<file path="src/rtl/adder_share_arbiter.sv">
// Round-robin sharing of one valid/ready adder between N_REQ requesters.
// An in-order tag FIFO steers each returning sum to the requester that issued it.
module adder_share_arbiter #(
  parameter int N_REQ     = 4,
  parameter int WIDTH     = 4,
  parameter int TAG_DEPTH = 4
) (
  input  logic                   clk,
  input  logic                   rst,
  input  logic [N_REQ-1:0]       req_vld,
  output logic [N_REQ-1:0]       req_rdy,
  input  logic [N_REQ*WIDTH-1:0] req_a,
  input  logic [N_REQ*WIDTH-1:0] req_b,
  output logic                   a_vld,
  input  logic                   a_rdy,
  output logic [WIDTH-1:0]       a_data,
  output logic                   b_vld,
  input  logic                   b_rdy,
  output logic [WIDTH-1:0]       b_data,
  input  logic                   sum_vld,
  output logic                   sum_rdy,
  input  logic [WIDTH:0]         sum_data,
  output logic [N_REQ-1:0]       rsp_vld,
  input  logic [N_REQ-1:0]       rsp_rdy,
  output logic [WIDTH:0]         rsp_data
);

  localparam int IDW = (N_REQ > 1) ? $clog2(N_REQ) : 1;
  localparam int PW  = (TAG_DEPTH > 1) ? $clog2(TAG_DEPTH) : 1;
  localparam int CW  = $clog2(TAG_DEPTH + 1);

  typedef enum logic [0:0] {IDLE = 1'b0, ISSUE = 1'b1} state_t;

  state_t           state;
  logic             a_done;
  logic             b_done;
  logic [WIDTH-1:0] a_reg;
  logic [WIDTH-1:0] b_reg;
  logic [IDW-1:0]   ptr;
  logic [IDW-1:0]   tag_mem [TAG_DEPTH];
  logic [PW-1:0]    wr_ptr;
  logic [PW-1:0]    rd_ptr;
  logic [CW-1:0]    count;

  logic             found;
  logic [IDW-1:0]   winner;
  logic [IDW-1:0]   idx;
  logic [WIDTH-1:0] sel_a;
  logic [WIDTH-1:0] sel_b;
  logic             a_fire;
  logic             b_fire;
  logic             completing;
  logic             slot_free;
  logic             fifo_full;
  logic             fifo_empty;
  logic             grant;
  logic             pop;
  logic [IDW-1:0]   head;

  // Round-robin search starting just after the last winner; later hits never override the first.
  always_comb begin
    found  = 1'b0;
    winner = '0;
    idx    = '0;
    for (int k = 1; k <= N_REQ; k++) begin
      idx = IDW'((int'(ptr) + k) % N_REQ);
      if (!found && req_vld[idx]) begin
        found  = 1'b1;
        winner = idx;
      end else begin
        winner = winner;
      end
    end
  end

  // Operand mux for the winning requester.
  always_comb begin
    sel_a = '0;
    sel_b = '0;
    for (int i = 0; i < N_REQ; i++) begin
      if (IDW'(i) == winner) begin
        sel_a = req_a[i*WIDTH +: WIDTH];
        sel_b = req_b[i*WIDTH +: WIDTH];
      end else begin
        sel_a = sel_a;
        sel_b = sel_b;
      end
    end
  end

  assign a_vld      = ~rst & (state == ISSUE) & ~a_done;
  assign b_vld      = ~rst & (state == ISSUE) & ~b_done;
  assign a_data     = a_reg;
  assign b_data     = b_reg;
  assign a_fire     = a_vld & a_rdy;
  assign b_fire     = b_vld & b_rdy;
  assign completing = (a_done | a_fire) & (b_done | b_fire);
  assign slot_free  = (state == IDLE) | ((state == ISSUE) & completing);
  // Fullness is judged before any same-cycle pop so push never depends on the return path.
  assign fifo_full  = (count == CW'(TAG_DEPTH));
  assign fifo_empty = (count == CW'(0));
  assign grant      = ~rst & slot_free & ~fifo_full & found;
  assign head       = tag_mem[rd_ptr];
  assign sum_rdy    = ~rst & ~fifo_empty & rsp_rdy[head];
  assign pop        = sum_vld & sum_rdy;
  assign rsp_data   = (~rst & ~fifo_empty) ? sum_data : '0;

  // Grant strobe to the winner and result valid to the head-tag owner.
  always_comb begin
    req_rdy = '0;
    rsp_vld = '0;
    if (grant) begin
      req_rdy[winner] = 1'b1;
    end else begin
      req_rdy = '0;
    end
    if (~rst & ~fifo_empty) begin
      rsp_vld[head] = sum_vld;
    end else begin
      rsp_vld = '0;
    end
  end

  // Issue FSM, operand register, round-robin pointer and tag FIFO.
  always_ff @(posedge clk) begin
    if (rst) begin
      state  <= IDLE;
      a_done <= 1'b0;
      b_done <= 1'b0;
      a_reg  <= '0;
      b_reg  <= '0;
      ptr    <= IDW'(N_REQ - 1);
      wr_ptr <= '0;
      rd_ptr <= '0;
      count  <= '0;
      for (int i = 0; i < TAG_DEPTH; i++) begin
        tag_mem[i] <= '0;
      end
    end else begin
      if (grant) begin
        state  <= ISSUE;
        a_reg  <= sel_a;
        b_reg  <= sel_b;
        a_done <= 1'b0;
        b_done <= 1'b0;
        ptr    <= winner;
      end else if (state == ISSUE) begin
        if (completing) begin
          state  <= IDLE;
          a_done <= 1'b0;
          b_done <= 1'b0;
        end else begin
          if (a_fire) a_done <= 1'b1;
          if (b_fire) b_done <= 1'b1;
        end
      end
      if (grant) begin
        tag_mem[wr_ptr] <= winner;
        wr_ptr          <= wr_ptr + PW'(1);
      end
      if (pop) begin
        rd_ptr <= rd_ptr + PW'(1);
      end
      if (grant & ~pop) begin
        count <= count + CW'(1);
      end else if (pop & ~grant) begin
        count <= count - CW'(1);
      end
    end
  end

endmodule

</file>
<file path="config.mk">
export PLATFORM = sky130hd
export DESIGN_NAME = adder_share_arbiter
export DESIGN_NICKNAME = d
export VERILOG_FILES = /design/src/rtl/adder_share_arbiter.sv
export SDC_FILE = /design/constraint.sdc
export NUM_CORES = 1
export LEC_CHECK = 0
export BUFFER_PORTS_ARGS = -buffer_cell sky130_fd_sc_hd__clkbuf_2
export CORE_AREA = 2 2 77 50
export DETAILED_ROUTE_END_ITERATION = 8
export DIE_AREA = 0 0 79 52
export GPL_TIMING_DRIVEN = 1
export PLACE_DENSITY = 0.9
export SYNTH_ARGS = -nofsm -noshare
export SYNTH_HDL_FRONTEND = slang
export SYNTH_SLANG_ARGS = --single-unit
</file>
<file path="constraint.sdc">
create_clock -name clk -period 6.6 [get_ports clk]
set_input_delay 1.32 -clock clk [delete_from_list [all_inputs] [get_ports clk]]
set_output_delay 1.32 -clock clk [all_outputs]
set_load 0.05 [all_outputs]
</file>
==> results.py, run 1 <==
metrics = {
    "status": {
        "status": "finished, final reports clean",
    },
    "layout": {
        "multi_input_area_um2": 904.6,
        "layout_common_cells": "clkbuf_2 (73), nor2_1 (23), dfxtp_1 (22)",
        "drive_above_1_share": 0.3413,
        "fin_nets": 303,
        "seq_area_um2": 680.7,
        "n_antenna_cell": 0,
        "n_fill_cell": 310,
        "final_common_cell": "clkbuf_2",
        "syn2layout_area_growth_pct": 31.27,
    },
    "routing": {
        "vias": 1584,
        "drt-total-wl_mm": 3.865,
        "drtIter0Drc": 55,
        "wire_per_inst_um": 12.93,
        "drc_errors": 0,
        "avgViaCountPerCell": 5.298,
        "first_pass_iters": 4,
        "drtAntennaViolNets": 0,
    },
    "hold_path": {
        "hold_path.class": "flip-flop to flip-flop",
        "whs_path_depth": 2,
    },
    "synth": {
        "yosysWarnings": 0,
        "synth_xor_area_frac": 0.01068,
        "seq_area_frac_synth": 0.4150,
        "synth_edf_count": 8,
        "synth_top_family_by_area": "simple AND/OR/NAND/NOR gates",
        "async_flop_share": 0,
        "syn_avg_cell_area_um2": 9.267,
        "synth_seq_cells": 30,
        "synthAdderAreaFrac": 0.01983,
        "syn_inst": 177,
        "synth_nets": 229,
        "synthMuxAreaShare": 0.1625,
        "synth-simple-area-share": 0.2044,
        "syn_area_mm2": 0.001640,
        "yosysUniqueCellTypes": 40,
        "synth_compound_area_frac": 0.1503,
        "synth_flop_cell": "dfxtp_1",
    },
    "sta": {
        "fin_crit_ns": 4.514,
        "fin_crit_sh": 0.6839,
        "finalSetupTns_ns": 0,
        "tightest_slew_ns": 0.5573,
        "grt_setup_unrepaired": "false",
        "max_freq_mhz": 221.5,
        "drv_slew": 0,
        "finalSetupViolCount": 0,
        "slew_headroom": 0.6285,
        "finalClockSkew_ns": 0.008177,
        "holdWs_ns": 0.4919,
        "hold_viol": 0,
    },
    "global_route": {
        "antenna_found_initial": 0,
        "overflow": 0,
        "grt_pass1_vias": 1412,
        "grtUsageTotal": 0.1935,
        "grt_pass1_wl_mm": 6.223,
        "grt_max_degree": 20,
    },
    "clock_tree": {
        "path_clk_slew_ns": 0.06,
        "clock-root-buffer": "clkbuf_8",
        "postCtsSetupRepairBufs": 0,
        "cts_buffers": 5,
        "clock_latency_ns": 0.28,
        "cts_hold_buf": 0,
        "cts_tree": "done",
        "cts_max_path_buffers": 2,
        "cts.sinks": 30,
        "cts-htree-levels": 2,
        "post_cts_resized": 0,
    },
    "placement": {
        "dp_hpwl_mm": 3.073,
        "gp_congestion": 0.7872,
        "io_buffers": 73,
    },
    "power": {
        "ir_worst_vdd_mv": 0.2517,
        "power.total_uw": 984.3,
        "leakagePower_nw": 1.046,
        "powerDensity_mw_per_mm2": 457.1,
    },
    "setup_path": {
        "crit_slowest_cell": "a2111o_1",
        "crit_path_frequent_cell": "clkbuf_2",
        "crit_type": "input pin to output pin",
        "r2r_slack_ns": 3.87,
        "path_cells": "clkbuf_2 > nor2b_1 > o22ai_1 > a2111o_1 > inv_2 > nand2_1 > nor2_1 > clkbuf_2",
        "critPathRequiredTime_ns": 5.28,
        "cp.depth": 8,
        "cp-start-kind": "input pin",
        "cp-end-kind": "output pin",
        "crit_family": "compound AO/OA/AOI/OAI gates",
        "cpPeakStageDelay_ns": 0.66,
        "path_max_fanout": 19,
        "cp_num_buf_inv": 3,
        "arrival_ns": 3.19,
        "reg2reg_depth": 9,
    },
    "die": {
        "core_area_mm2": 0.003446,
        "rows": 17,
        "fp.dieArea_mm2": 0.004108,
        "start_util": 0.4760,
        "ioPinCount": 74,
        "dieWidth_um": 79,
        "dieHeight_um": 52,
    },
    "run": {
        "drv_cap": 0,
    },
}
## area by class of cell
class	count	area share
multi-input cells	132	0.4201
clock inverters	2	0.01569
well taps	47	0.02731
clock buffers	6	0.03370
flip-flops and latches	30	0.3161
repair buffers	74	0.1732
inverters	8	0.01395
## cells by family after synthesis
family,Yosys count
buffers and inverters,15
adders and majority gates,2
and+or+nand+nor,69
muxes,24
AOI/OAI and AO/OA,35
xor gates and xnor gates,2
DFF,30
## where the power goes
part	total (mW)	internal (mW)	switching (mW)
sequential	0.308	0.256	0.0527
clock	0.177	0.111	0.0656
combinational	0.499	0.163	0.336
total	0.984	0.530	0.454
## worst min-delay path, delay by kind of cell (launching register included)
kind               cells  cell delay [ns]
and+or+nand+nor        1             0.06
AOI/OAI and AO/OA      1             0.07
DFF                    1             0.32
## cell usage after synthesis, types with 3 or more instances
master	count	share of area
mux2i_1	21	0.13
nand2_1	11	0.025
edfxtp_1	8	0.15
nand2b_1	3	0.011
inv_1	7	0.016
o21ai_0	6	0.018
o221ai_1	8	0.043
clkbuf_1	4	0.0092
nor2_1	23	0.053
a21oi_1	7	0.021
nor2b_1	3	0.011
dfxtp_1	22	0.27
a31oi_1	4	0.015
or3_1	4	0.015
nand3_1	12	0.037
and2_1	5	0.019
## state kept, by name, summed over array words and instances, names as in the netlist, named ones only
| register | cells |
|---|---|
| a_data | 4 |
| a_done | 1 |
| b_data | 4 |
| b_done | 1 |
| count | 3 |
| ptr | 2 |
| rd_ptr | 2 |
| state | 1 |
| tag_mem | 8 |
| wr_ptr | 2 |
## layer usage
| metal | up-vias | GRT usage | share of wire |
|---|---|---|---|
| met5 | - | 0 | 0 |
| met4 | 0 | 0.03736 | 0.0041 |
| met3 | 3 | 0.05382 | 0.066 |
| met2 | 55 | 0.3051 | 0.46 |
| met1 | 730 | 0.2684 | 0.47 |
| li1 | 796 | - | - |
## metrics by stage
step,instance area (µm²),instances,util,setup slack (ns)
floorplan,1640,177,-,2.323
global placement,2047,291,0.5940,2.171
detailed placement,2047,291,0.5940,2.102
CTS,2153,299,0.6249,2.077
global route,2153,299,0.6249,1.860
finish,2153,299,0.6249,2.086
## final timing paths
path | start | endpoint
setup / recovery | rst | req_rdy[3]
hold / removal | b_data[2] | b_data[2]
hold reg to reg | b_data[2] | b_data[2]
setup reg to reg | flip-flop | count[2]
Note: power is estimated with default switching activity, not from simulation.
==> run 2, diff against run 1 <==
- CORE_AREA: 2 2 77 50 -> 2 2 84 54
- DIE_AREA: 0 0 79 52 -> 0 0 86 56
- PLACE_DENSITY: 0.9 -> 0.82
- clock period: 6.6 -> 3.66 ns (I/O delays scaled with it)
==> results.py, run 2 (synthesis gave the netlist of run 1 again) <==
metrics = {
    "power": {
        "ir_worst_vdd_mv": 0.4620,
        "p_int_mw": 1.036,
        "switching_share": 0.4515,
        "powerDensity_mw_per_mm2": 853.3,
        "seq_power_share": 0.299,
        "power_switching_uw": 852.8,
        "power.total_mw": 1.889,
        "leakagePower_nw": 1.078,
        "pwr-share-comb": 0.491,
        "p_clk_frac": 0.211,
    },
    "sta": {
        "hold_viol": 0,
        "finalSetupTns_ns": 0,
        "grt_setup_unrepaired": "false",
        "slew_headroom": 0.7133,
        "fin_crit_sh": 0.7978,
        "fin_crit_ns": 2.920,
        "max_freq_mhz": 342.5,
        "finalClockSkew_ns": 0.002534,
        "drv_slew": 0,
        "finalSetupViolCount": 0,
        "holdWs_ns": 0.4945,
        "tightest_slew_ns": 0.4284,
    },
    "setup_path": {
        "crit_type": "input pin to output pin",
        "path_cells": "clkbuf_2 > nor2b_1 > o22ai_1 > a2111o_1 > inv_2 > nand2_1 > nor2_1 > clkbuf_2",
        "arrival_ns": 2.19,
        "crit_family": "buffers and inverters",
        "path_max_fanout": 8,
        "crit_path_frequent_cell": "clkbuf_2",
        "cp-start-kind": "input pin",
        "cpPeakStageDelay_ns": 0.45,
        "cp-end-kind": "output pin",
        "cp_num_buf_inv": 3,
        "critPathRequiredTime_ns": 2.93,
        "crit_slowest_cell": "a2111o_1",
    },
    "global_route": {
        "grtUsageTotal": 0.1763,
        "grt_pass1_wl_mm": 6.665,
        "grt_max_degree": 19,
        "overflow": 0,
        "antenna_found_initial": 0,
        "grt_pass1_vias": 1436,
    },
    "die": {
        "ioPinCount": 74,
        "core_area_mm2": 0.003986,
        "start_util": 0.4115,
        "dieWidth_um": 86,
        "fp.dieArea_mm2": 0.004816,
        "rows": 18,
        "dieHeight_um": 56,
    },
    "clock_tree": {
        "post_cts_resized": 0,
        "cts_buffers": 5,
        "clock_latency_ns": 0.28,
        "cts_max_path_buffers": 2,
        "postCtsSetupRepairBufs": 0,
        "path_clk_slew_ns": 0.07,
        "cts_tree": "done",
        "cts-htree-levels": 2,
        "cts.sinks": 30,
        "clock-root-buffer": "clkbuf_8",
        "cts_hold_buf": 0,
    },
    "placement": {
        "gp_congestion": 0.7917,
        "io_buffers": 73,
        "post-place-cells": 298,
        "dp_hpwl_mm": 3.161,
    },
    "routing": {
        "avgViaCountPerCell": 5.278,
        "drtIter0Drc": 126,
        "first_pass_iters": 4,
        "drt-total-wl_mm": 4.176,
        "vias": 1615,
        "drc_errors": 0,
        "wire_per_inst_um": 13.65,
        "drtAntennaViolNets": 0,
    },
    "layout": {
        "final_common_cell": "clkbuf_2",
        "top_register": "tag_mem",
        "utilization": 0.5552,
        "n_antenna_cell": 0,
        "fin_nets": 307,
        "largest_reg_flops": 8,
        "layout_common_cells": "clkbuf_2 (73), nor2_1 (23), dfxtp_1 (22)",
        "drive_above_1_share": 0.3555,
        "syn2layout_area_growth_pct": 34.94,
        "fin_cells": 306,
        "n_fill_cell": 352,
    },
    "status": {
        "status": "finished, final reports clean",
    },
    "hold_path": {
        "hold_path.class": "flip-flop to flip-flop",
    },
    "run": {
        "drv_cap": 0,
    },
}
==> run 2: layer usage <==
metal,wire [µm],share of wire,track usage
met2,1857,0.44,0.2536
met3,376,0.090,0.05341
met4,55,0.013,0.07029
met1,1886,0.45,0.2452
met5,0,0,0
==> run 2: stage by stage <==
stage	setup slack [ns]	cell area, µm²
final	0.7401	2213
after global routing	0.6365	2213
after CTS	0.7439	2213
after detailed placement	0.6872	2081
after global placement	0.7973	2081
after floorplan	0.5285	1640
==> run 2: cell type report <==
type	instances	area, µm²	share of cell area
Inverter	8	30.03	0.01357
Clock buffer	5	68.82	0.03109
Sequential cell	30	680.7	0.3075
Multi-Input combinational cell	132	904.6	0.4087
Timing Repair Buffer	78	402.9	0.1820
Clock inverter	3	63.81	0.02883
Tap cell	50	62.56	0.02826
==> run 2: worst paths after layout <==
kind,startpoint,end,slack (ns),depth (start not counted)
worst max register to register,flip-flop,count[2],0.88,9
worst min register to register,b_data[0],b_data[0],0.49,2
worst max-delay path,a_rdy,req_rdy[3],0.74,8
worst min-delay path,b_data[0],b_data[0],0.49,2
==> run 2: power groups by stage <==
stage | Sequential (mW) | Clock [mW] | Combinational, mW
final | 0.564 | 0.398 | 0.927
after global routing | 0.580 | 0.421 | 0.994
after detailed placement | 0.564 | 0 | 0.924
after global placement | 0.560 | 0 | 0.904
after floorplan | 0.688 | 0 | 0.572
after CTS | 0.561 | 0.403 | 0.928
==> run 2: tightest hold or removal path: stages, from the launching register on <==
cell and delay (ns):
dfxtp_1 0.33, nand3_1 0.07, o221ai_1 0.06
